===== src/rtl/bxu_pkg.sv =====
// Shared constants and buffer entry type for the BXU fetch stage.
package bxu_pkg;
   localparam int ADDR_W          = 16;
   localparam int INSTR_W         = 16;
   localparam int OPCODE_BITWIDTH = 4;
   localparam int OPCODE_LSB      = 0;
   localparam int OPCODE_MSB      = OPCODE_BITWIDTH - 1;
   localparam int OPERAND_LSB     = OPCODE_BITWIDTH;
   localparam int OPERAND_MSB     = INSTR_W - 1;
   localparam int BXU_FETCH_DEPTH = 2;
   localparam int ENTRY_W         = ADDR_W + INSTR_W;

   typedef struct packed {
      logic [ADDR_W-1:0]  pc;
      logic [INSTR_W-1:0] instr;
   } bxu_entry_t;
endpackage


===== src/rtl/bxu_fetch_buf.sv =====
// 2-entry instruction FIFO with push/pop/flush; flush wins over push and pop.
module bxu_fetch_buf
   import bxu_pkg::*;
(
   input  logic               clk,
   input  logic               rst_n,
   input  logic               push,
   input  logic               pop,
   input  logic               flush,
   input  logic [ENTRY_W-1:0] wdata,
   output logic [1:0]         count,
   output logic [ENTRY_W-1:0] head
);
   bxu_entry_t mem [BXU_FETCH_DEPTH];
   logic       hd;
   logic       tl;

   always_ff @(posedge clk or negedge rst_n) begin
      if (!rst_n) begin
         count  <= '0;
         hd     <= 1'b0;
         tl     <= 1'b0;
         mem[0] <= '0;
         mem[1] <= '0;
      end else if (flush) begin
         count <= '0;
         hd    <= 1'b0;
         tl    <= 1'b0;
      end else begin
         if (push) begin
            mem[tl] <= bxu_entry_t'(wdata);
            tl      <= ~tl;
         end
         if (pop) hd <= ~hd;
         count <= count + {1'b0, push} - {1'b0, pop};
      end
   end

   assign head = mem[hd];
endmodule


===== src/rtl/bxu_fetch.sv =====
// BXU instruction fetch: PC, end-of-program halt, jump redirect, 2-entry buffer.
// Define BXU_FETCH_LOOP_EN to wrap the PC to 0 at program end instead of halting.
module bxu_fetch
   import bxu_pkg::*;
#(
   parameter int ADDR_BITWIDTH   = ADDR_W,
   parameter int INSTR_BITWIDTH  = INSTR_W,
   parameter int OPCODE_BITWIDTH = bxu_pkg::OPCODE_BITWIDTH,
   parameter int PROG_LEN        = 4
) (
   input  logic                                  clk,
   input  logic                                  rst_n,
   input  logic                                  en,
   output logic [ADDR_BITWIDTH-1:0]              rom_addr,
   input  logic [INSTR_BITWIDTH-1:0]             rom_data,
   output logic                                  ins_valid,
   input  logic                                  ins_ready,
   output logic [OPCODE_BITWIDTH-1:0]            ins_opcode,
   output logic [INSTR_BITWIDTH-OPCODE_BITWIDTH-1:0] ins_operand,
   output logic [ADDR_BITWIDTH-1:0]              ins_pc,
   input  logic                                  jmp_valid,
   input  logic [ADDR_BITWIDTH-1:0]              jmp_addr,
   output logic                                  halted
);
   logic [ADDR_BITWIDTH-1:0] pc;
   logic [1:0]               count;
   logic                     pop;
   logic                     push;
   logic                     at_end;
   logic                     halt_q;
   bxu_entry_t               wr;
   bxu_entry_t               hd;
   logic [ENTRY_W-1:0]       hd_raw;

   assign pop    = ins_valid & ins_ready;
   assign push   = en & ~halt_q & ~jmp_valid & ((count < 2'(BXU_FETCH_DEPTH)) | pop);
   assign at_end = (pc == ADDR_BITWIDTH'(PROG_LEN - 1));
   assign wr.pc    = pc;
   assign wr.instr = rom_data;

   always_ff @(posedge clk or negedge rst_n) begin
      if (!rst_n) begin
         pc     <= '0;
         halt_q <= 1'b0;
      end else if (jmp_valid) begin
         pc     <= jmp_addr;
         halt_q <= 1'b0;
      end else if (push) begin
`ifdef BXU_FETCH_LOOP_EN
         pc <= at_end ? '0 : pc + 1'b1;
`else
         // Halting leaves PC parked on the last address until a redirect.
         if (at_end) halt_q <= 1'b1;
         else        pc     <= pc + 1'b1;
`endif
      end
   end

   bxu_fetch_buf u_buf (
      .clk   (clk),
      .rst_n (rst_n),
      .push  (push),
      .pop   (pop),
      .flush (jmp_valid),
      .wdata (wr),
      .count (count),
      .head  (hd_raw)
   );

   assign hd          = bxu_entry_t'(hd_raw);
   assign rom_addr    = pc;
   assign ins_valid   = (count != 2'd0);
   assign ins_opcode  = hd.instr[OPCODE_BITWIDTH-1:0];
   assign ins_operand = hd.instr[INSTR_BITWIDTH-1:OPCODE_BITWIDTH];
   assign ins_pc      = hd.pc;
`ifdef BXU_FETCH_LOOP_EN
   assign halted = 1'b0;
`else
   assign halted = halt_q;
`endif
endmodule


===== config.mk =====
export PLATFORM = sky130hd
export DESIGN_NAME = bxu_fetch
export DESIGN_NICKNAME = d
export VERILOG_FILES = /design/src/rtl/bxu_pkg.sv /design/src/rtl/bxu_fetch_buf.sv /design/src/rtl/bxu_fetch.sv
export SDC_FILE = /design/constraint.sdc
export NUM_CORES = 1
export LEC_CHECK = 0
export CORE_MARGIN = 10
export CORE_UTILIZATION = 60
export CTS_CLUSTER_SIZE = 30
export DETAILED_ROUTE_END_ITERATION = 8
export DONT_BUFFER_PORTS = 1
export PLACE_DENSITY_LB_ADDON = 0.15
export SKIP_LAST_GASP = 1
export SLEW_MARGIN = 5
export SYNTH_ARGS = -nofsm -noshare
export SYNTH_HDL_FRONTEND = slang
export SYNTH_SLANG_ARGS = --single-unit

===== constraint.sdc =====
create_clock -name clk -period 2.5 [get_ports clk]
set_input_delay 0.5 -clock clk [delete_from_list [all_inputs] [get_ports clk]]
set_output_delay 0.5 -clock clk [all_outputs]
set_load 0.03 [all_outputs]

After elaboration in Yosys (flattened, before gate mapping)
Index checks and enable logic that the tools add are counted.
{"block": "word_totals", "regBits": 85, "latchBits": 0, "ramBits": 0, "rom_bits": 0, "word_cells": 54, "mem_count": 0}
{"block": "op_classes", "n_addsub": 3, "mul": 0, "div_mod_pow": 0, "magnitude_cmp": 4, "eq_ne": 2, "shifts": 0, "mux": 17, "n_bitwise": 11, "reduce_logical": 8}
{"operator": "32-bit two-way mux", "count": 4}
{"operator": "64-bit bitwise mux", "count": 1}
{"operator": "16-bit two-way mux", "count": 3}
{"operator": "32-bit demux with 1-bit select", "count": 1}
{"operator": "16-bit by 1-bit adder with 16-bit output (second input constant)", "count": 1}
{"operator": "16-bit by 2-bit == test with 1-bit output (second input constant)", "count": 1}
{"operator": "2-bit nonzero test", "count": 4}
{"operator": "1-bit two-way mux", "count": 7}
{"operator": "2-bit AND reduction", "count": 3}
{"operator": "1-bit bitwise AND", "count": 4}
{"operator": "2-bit >= comparator (second input constant)", "count": 2}
{"operator": "1-bit inverter", "count": 4}
{"operator": "1-bit inverter with 2-bit output", "count": 2}
{"operator": "2-bit by 1-bit adder with 2-bit output", "count": 1}
{"operator": "2-bit by 1-bit < comparator with 1-bit output (second input constant)", "count": 1}
{"operator": "2-bit < comparator (second input constant)", "count": 1}
{"operator": "2-bit two-way mux", "count": 1}
{"operator": "2-bit inequality test (second input constant)", "count": 1}
{"operator": "2-bit by 1-bit subtractor with 2-bit output", "count": 1}
{"operator": "1-bit logical AND", "count": 1}
{"operator": "1-bit bitwise OR", "count": 1}

Logic depth before layout (Yosys ltp)
Gate-level depths: netlist of the first run.
{"block": "depth", "word_depth": 7, "depth_mapped": 8, "depth_no_buf": 8}

Modules after synthesis
Synthesis of the first run repeated with hierarchy kept, for this count alone.
{"block": "unflattened", "cells_unflattened": 309, "hier_area_um2": 4037.6}
{"mod": "bxu_fetch_buf", "instances": 1, "cells_per_inst": 187, "area_each_um2": 2962.8, "seq_area_each_um2": 1701.6}
{"mod": "bxu_fetch", "instances": 1, "cells_per_inst": 122, "area_each_um2": 1074.8, "seq_area_each_um2": 425.4}

Worst setup path before layout of the first run
OpenSTA, ideal clock, no wires.
{"block": "synth_timing", "kind": "register -> register", "from": "reg halt_q (netlist: halted)", "to": "reg pc[15] (netlist: rom_addr[15])", "setup_time_ns": 0.082, "arrival_time_ns": 2.074, "required_time_ns": 2.418, "path_slack_ns": 0.344, "path_stages_with_launch": 7, "path_cell_list": "dfrtp_1 nand2b_4 buf_6 or4_1 buf_2 or4_1 a31oi_1"}
{"block": "synth_between", "elab_chain_cells": 6}
{"element": "start: declaration", "line_no": "bxu_fetch.sv:30", "rtl": "logic halt_q;"}
{"element": "start signal: assignment", "line_no": "bxu_fetch.sv:44", "rtl": "halt_q <= 1'b0;"}
{"element": "start signal: assignment", "line_no": "bxu_fetch.sv:47", "rtl": "halt_q <= 1'b0;"}
{"element": "start signal: assignment", "line_no": "bxu_fetch.sv:53", "rtl": "if (at_end) halt_q <= 1'b1;"}
{"element": "1-bit inverter", "line_no": "bxu_fetch.sv:36", "rtl": "assign push = en & ~halt_q & ~jmp_valid & ((count < 2'(BXU_FETCH_DEPTH)) | pop);"}
{"element": "1-bit bitwise AND (3 in a row)", "line_no": "bxu_fetch.sv:36"}
{"element": "2-bit nonzero test (no line)"}
{"element": "2-bit AND reduction (no line)"}
{"element": "end signal: assignment", "line_no": "bxu_fetch.sv:46", "rtl": "pc <= jmp_addr;"}
{"element": "end signal: assignment", "line_no": "bxu_fetch.sv:54", "rtl": "else pc <= pc + 1'b1;"}
{"element": "end: declaration", "line_no": "bxu_fetch.sv:25", "rtl": "logic [ADDR_BITWIDTH-1:0] pc;"}
Every way passes these cells.
A chain may end at the register's enable or synchronous reset.

Worst setup path after layout of the first run
Ends and elaborated chain as after synthesis.

==> results of run 1 <==
critical path: cells and delay by family (launching register included):
family          cells  cell delay [ps]
simple gates        3             1430
compound gates      1              170
flops               1              510
cell type report:
type | count | area share, %
Inverter | 6 | 0.514
Antenna cell | 1 | 0.0571
Sequential cell | 85 | 48.5
Tap cell | 77 | 2.20
Clock buffer | 9 | 2.83
Clock inverter | 7 | 1.68
Multi-Input combinational cell | 202 | 40.5
Timing Repair Buffer | 14 | 3.71
logic make-up after synthesis:
kind of cell             share of synthesized area (%)
adder cells (fa/ha/maj)                          0.931
AO/OA/AOI/OAI                                     4.00
AND/OR/NAND/NOR                                   9.62
flip-flops                                        52.8
buffers and inverters                             3.41
multiplexers                                      27.1
XOR/XNOR                                          2.17
metrics by stage:
step / hold slack (ps) / power [W]
5_1_grt: 45.6 / 0.00554
2_1_floorplan: 204 / 0.00395
3_3_place_gp: 207 / 0.00425
6_report: 32.8 / 0.00525
3_5_place_dp: 207 / 0.00432
4_1_cts: 63.0 / 0.00532
sequential cells by signal (all words and copies together) (netlist names):
| signal | count |
|---|---|
| halted | 1 |
| u_buf.hd | 1 |
| rom_addr | 16 |
| u_buf.tl | 1 |
| u_buf.count | 2 |
| u_buf.mem | 64 |
worst paths after layout:
kind                          startpoint       endpoint  slack, ps
setup / recovery                  halted   rom_addr[15]        320
hold / removal                     rst_n  u_buf.mem[61]         30
setup reg to reg                  halted   rom_addr[15]        320
hold reg to reg            u_buf.mem[59]  u_buf.mem[59]        510
max in group asynchronous          rst_n  u_buf.mem[22]       2120
min in group clk               jmp_valid         halted        210
per-layer routing:
metal | vias to the layer above | GRT usage, % | part of all wire (%)
met2 | 72 | 26.2 | 48
met4 | 0 | 5.64 | 1.4
li1 | 1146 | - | -
met3 | 10 | 6.48 | 8.3
met5 | - | 0 | 0
met1 | 1210 | 19.4 | 42
timing repair:
action / CTS / global route
gates resized for setup: 0 / 0
hold buffers: 1 / 0
hold endpoints to repair: 85 / 0
cells in the mapped netlist (all sizes together):
cell type,number,area [um2]
mux2,97,1090
dfrtp,85,2130
buf,14,88.8
nor2,14,52.6
nand2,10,37.5
o21ai,10,50.1
a31oi,8,50.1
xnor2,8,70.1
clkbuf,7,26.3
nand4,6,43.8
nor4,6,37.5
inv,5,18.8
nor3,5,30.0
nand3,4,20.0
or2,4,25.0
or3,4,27.5
ha,3,37.5
o31ai,3,22.5
or4,3,22.5
a311oi,2,17.5
and2,2,12.5
nor2b,2,20.0
nor4b,2,17.5
xor2,2,17.5
a21oi,1,5.00
a2bb2oi,1,8.76
and4,1,8.76
clkinv,1,3.75
nand2b,1,13.8
nand3b,1,7.51
nand4bb,1,11.3
o211ai,1,7.51
report_power, final:
part           switching [W]  internal, W  leakage, nW  total, W
Sequential          0.000287      0.00189         1.01   0.00217
Combinational        0.00127     0.000837        0.662   0.00210
Clock               0.000502     0.000467        0.100  0.000969
==> results.sh, run 1 <==
export IMPL_status="completed"
export IMPL_critPathMaxFanout=10
export IMPL_fin_area_mm2=0.00438
export IMPL_grt_max_degree=86
export IMPL_post_cts_buffers=0
export IMPL_fillCellCount=459
export IMPL_grt_usage_pct=16.3
export IMPL_min_period_ps=2180
export IMPL_drc=0
export IMPL_timing_final_ws_setup_ps=319
export IMPL_row_count=29
export IMPL_crit_path_end_kind="register"
export IMPL_htree_levels=3
export IMPL_fp_coreArea_mm2=0.00642
export IMPL_mostFrequentLayoutCell="mux2_2"
export IMPL_crit_path_frequent_cell="or4_1"
export IMPL_synth_cells=314
export IMPL_cts_tree="done"
export IMPL_multi_input_area_mm2=0.00177
export IMPL_setup_violations=0
export IMPL_ff2ff_path_depth=4
export IMPL_start_util_pct=62.8
export IMPL_fmax_mhz=459
export IMPL_drt_iter0_drc=88
export IMPL_cts_root_buffer_cell="clkbuf_8"
export IMPL_crit_slowest_cell="or4_1"
export IMPL_max_vdd_ir_drop_v=0.000725
export IMPL_required_ps=2770
export IMPL_worstMarginPinSlew_ps=583
export IMPL_slowest_delay_ps=660
export IMPL_hold_viol_final=0
export IMPL_path_clk_slew_ps=90
export IMPL_die_w_um=102
export IMPL_wl_per_cell_um=21.0
export IMPL_yosysSeqAreaShare_pct=52.8
export IMPL_gp_congestion=0.826
export IMPL_drv_cap=0
export IMPL_pre_cts_slack_ps=336
export IMPL_utilization_pct=68.2
export IMPL_wl_mm=8.43
export IMPL_pin_count=87
export IMPL_antenna_left=0
export IMPL_portBuffers=0
export IMPL_vias_per_cell=6.08
export IMPL_crit_path_start_kind="register"
export IMPL_layout_common_cells="97 x mux2_2, 85 x dfrtp_1, 14 x nor2_1"
export IMPL_die_h_um=102
export IMPL_firstDrtPassIters=4
export IMPL_clockBufferDepth=2
export IMPL_grt_first_pass_wirelength_mm=13.3
export IMPL_dp_cells=383
export IMPL_yosysUniqueCellTypes=40
export IMPL_criticalPathCategory="register to register"
export IMPL_max_slew_margin_pct=60.8
export IMPL_rsz0062_at_grt="no"
export IMPL_synth_fp_nets=354
export IMPL_p_leak_nw=1.77
export IMPL_vias=2438
export IMPL_nNetsFinal=358
export IMPL_grt_ovfl_total=0
export IMPL_netlist_area_mm2=0.00403
export IMPL_post_synth_cell_area_avg_um2=12.8
export IMPL_finClkSkew_ps=7.45
export IMPL_fin_setup_tns_ps=0
export IMPL_ff_latch_area_mm2=0.00213
export IMPL_die_area_mm2=0.0104
export IMPL_synth_warnings=0
export IMPL_period_share_pct=87.2
export IMPL_slew_viol_final=0
export IMPL_worstHoldPathType="input port to asynchronous set/reset pin"
export IMPL_cts_sinks=85
export IMPL_power_density_mw_per_mm2=1200
export IMPL_finalNonFillerCells=401
export IMPL_hpwl_mm=5.91
export IMPL_cp_data_arrival_time_ps=2450
export IMPL_clock_latency_ps=340
export IMPL_grt_pass1_vias=2566
export IMPL_area_delta_synth_final_pct=8.69
export IMPL_cp_cell_sequence="nand2b_4 > or4_1 > or4_1 > a31oi_1"
export IMPL_drive_gt1_share_pct=42.1
export IMPL_cts_buffers=9
export IMPL_place_area_mm2=0.00415
export IMPL_antenna_found_initial=0
export IMPL_synth_seq_cells=85
(Power assumes the default switching activity.)
==> run 2, diff against run 1 <==
CORE_UTILIZATION = 30   (was 60)
PLACE_DENSITY = 0.46   (was not set)
PLACE_DENSITY_LB_ADDON = not set   (was 0.15)
==> results.sh, run 2 (synthesis gave the netlist of run 1 again) <==
export IMPL_htree_levels=3
export IMPL_period_share_pct=87.1
export IMPL_row_count=42
export IMPL_required_ps=2000
export IMPL_worstHoldPathType="input port to asynchronous set/reset pin"
export IMPL_hpwl_mm=7.05
export IMPL_die_w_um=136
export IMPL_clockBufferDepth=2
export IMPL_clock_latency_ps=340
export IMPL_path_clk_slew_ps=60
export IMPL_status="completed"
export IMPL_slew_viol_final=0
export IMPL_critPathBufInv=1
export IMPL_fin_area_mm2=0.00466
export IMPL_drv_cap=0
export IMPL_die_area_mm2=0.0185
export IMPL_max_vdd_ir_drop_v=0.000468
export IMPL_cts_resized=0
export IMPL_criticalPathCategory="register to primary output"
export IMPL_crit_path_start_kind="register"
export IMPL_total_power_w=0.00573
export IMPL_area_delta_synth_final_pct=15.5
export IMPL_crit_slowest_cell="dfrtp_2"
export IMPL_post_cts_buffers=0
export IMPL_largest_reg_flops=64
export IMPL_cts_sinks=85
export IMPL_fp_coreArea_mm2=0.0132
export IMPL_p_leak_nw=1.85
export IMPL_grt_first_pass_wirelength_mm=15.2
export IMPL_cp_data_arrival_time_ps=1680
export IMPL_n_antenna_cell=0
export IMPL_ff_latch_area_mm2=0.00213
export IMPL_vias=2466
export IMPL_drc=0
export IMPL_layout_common_cells="97 x mux2_2, 84 x dfrtp_1, 14 x nor2_1"
export IMPL_drive_gt1_share_pct=43.1
export IMPL_cts_root_buffer_cell="clkbuf_16"
export IMPL_firstDrtPassIters=4
export IMPL_rsz0062_at_grt="no"
export IMPL_vias_per_cell=4.92
export IMPL_slowest_delay_ps=640
export IMPL_wl_mm=9.89
export IMPL_max_slew_margin_pct=59.7
export IMPL_drt_iter0_drc=104
export IMPL_finClkSkew_ps=6.80
export IMPL_place_area_mm2=0.00432
export IMPL_nNetsFinal=361
export IMPL_pin_count=87
export IMPL_worstMarginPinSlew_ps=599
export IMPL_fin_setup_tns_ps=0
export IMPL_critPathMaxFanout=19
export IMPL_mostFrequentLayoutCell="mux2_2"
export IMPL_start_util_pct=30.6
export IMPL_grt_ovfl_total=0
export IMPL_cts_buffers=9
export IMPL_min_period_ps=2180
export IMPL_setup_violations=0
export IMPL_regMostFlops="u_buf.mem"
export IMPL_crit_path_end_kind="primary output"
export IMPL_portBuffers=0
export IMPL_power_density_mw_per_mm2=1230
export IMPL_wl_per_cell_um=19.7
export IMPL_utilization_pct=35.3
export IMPL_fillCellCount=1301
export IMPL_cpLargestDelayFamily="flip-flops"
export IMPL_antenna_left=0
export IMPL_fmax_mhz=459
export IMPL_gp_congestion=0.768
export IMPL_multi_input_area_mm2=0.00177
export IMPL_grt_usage_pct=10.9
export IMPL_cts_tree="done"
export IMPL_hold_viol_final=0
export IMPL_grt_pass1_vias=2579
export IMPL_die_h_um=136
export IMPL_cp_cell_sequence="buf_12 > mux2_2"
export IMPL_grt_max_degree=86
export IMPL_antenna_found_initial=0
==> run 2: routing by layer <==
metal | track usage, % | up-vias | share of wire [%]
li1 | - | 1149 | -
met1 | 12.6 | 1232 | 42
met2 | 16.5 | 74 | 46
met3 | 5.65 | 11 | 10
met4 | 5.09 | 0 | 2.2
met5 | 0 | - | 0
==> run 2: final timing paths <==
| path | from | end | slack (ps) | cells after the start |
|---|---|---|---|---|
| min | rst_n | u_buf.mem[61] | 70 | 1 |
| max in group asynchronous | rst_n | u_buf.mem[46] | 2100 | 1 |
| max reg2reg | rom_addr[0] | rom_addr[15] | 450 | 4 |
| max | u_buf.hd | ins_pc[15] | 320 | 2 |
| min reg2reg | u_buf.mem[0] | u_buf.mem[0] | 500 | 1 |
| min in group clk | jmp_valid | u_buf.hd | 210 | 1 |
==> run 2: stage by stage <==
step / cells / worst slack (ps) / hold slack, ps
final: 501 / 323 / 71.4
after floorplan: 314 / 344 / 204
after global routing: 501 / 239 / 82.2
after global placement: 485 / 482 / 211
after CTS: 500 / 242 / -160
after detailed placement: 485 / 468 / 211
==> run 2: final cells by class <==
cell class                      count  area share, %
Inverter                            6          0.484
Timing Repair Buffer               17           4.25
Clock buffer                       10           5.13
Sequential cell                    85           45.7
Clock inverter                      5           1.61
Multi-Input combinational cell    202           38.1
Tap cell                          176           4.73
==> run 2: worst reg2reg max path, stage by stage (launching register included) <==
cell     delay, ps
dfrtp_1        460
nand4_2        170
or4_1          620
or4_1          540
a31oi_1        170
==> run 2: report_power, final <==
part	internal (W)	switching [W]
Sequential	0.00189	0.000326
Clock	0.000891	0.000524
Combinational	0.000843	0.00125
Total	0.00363	0.00210
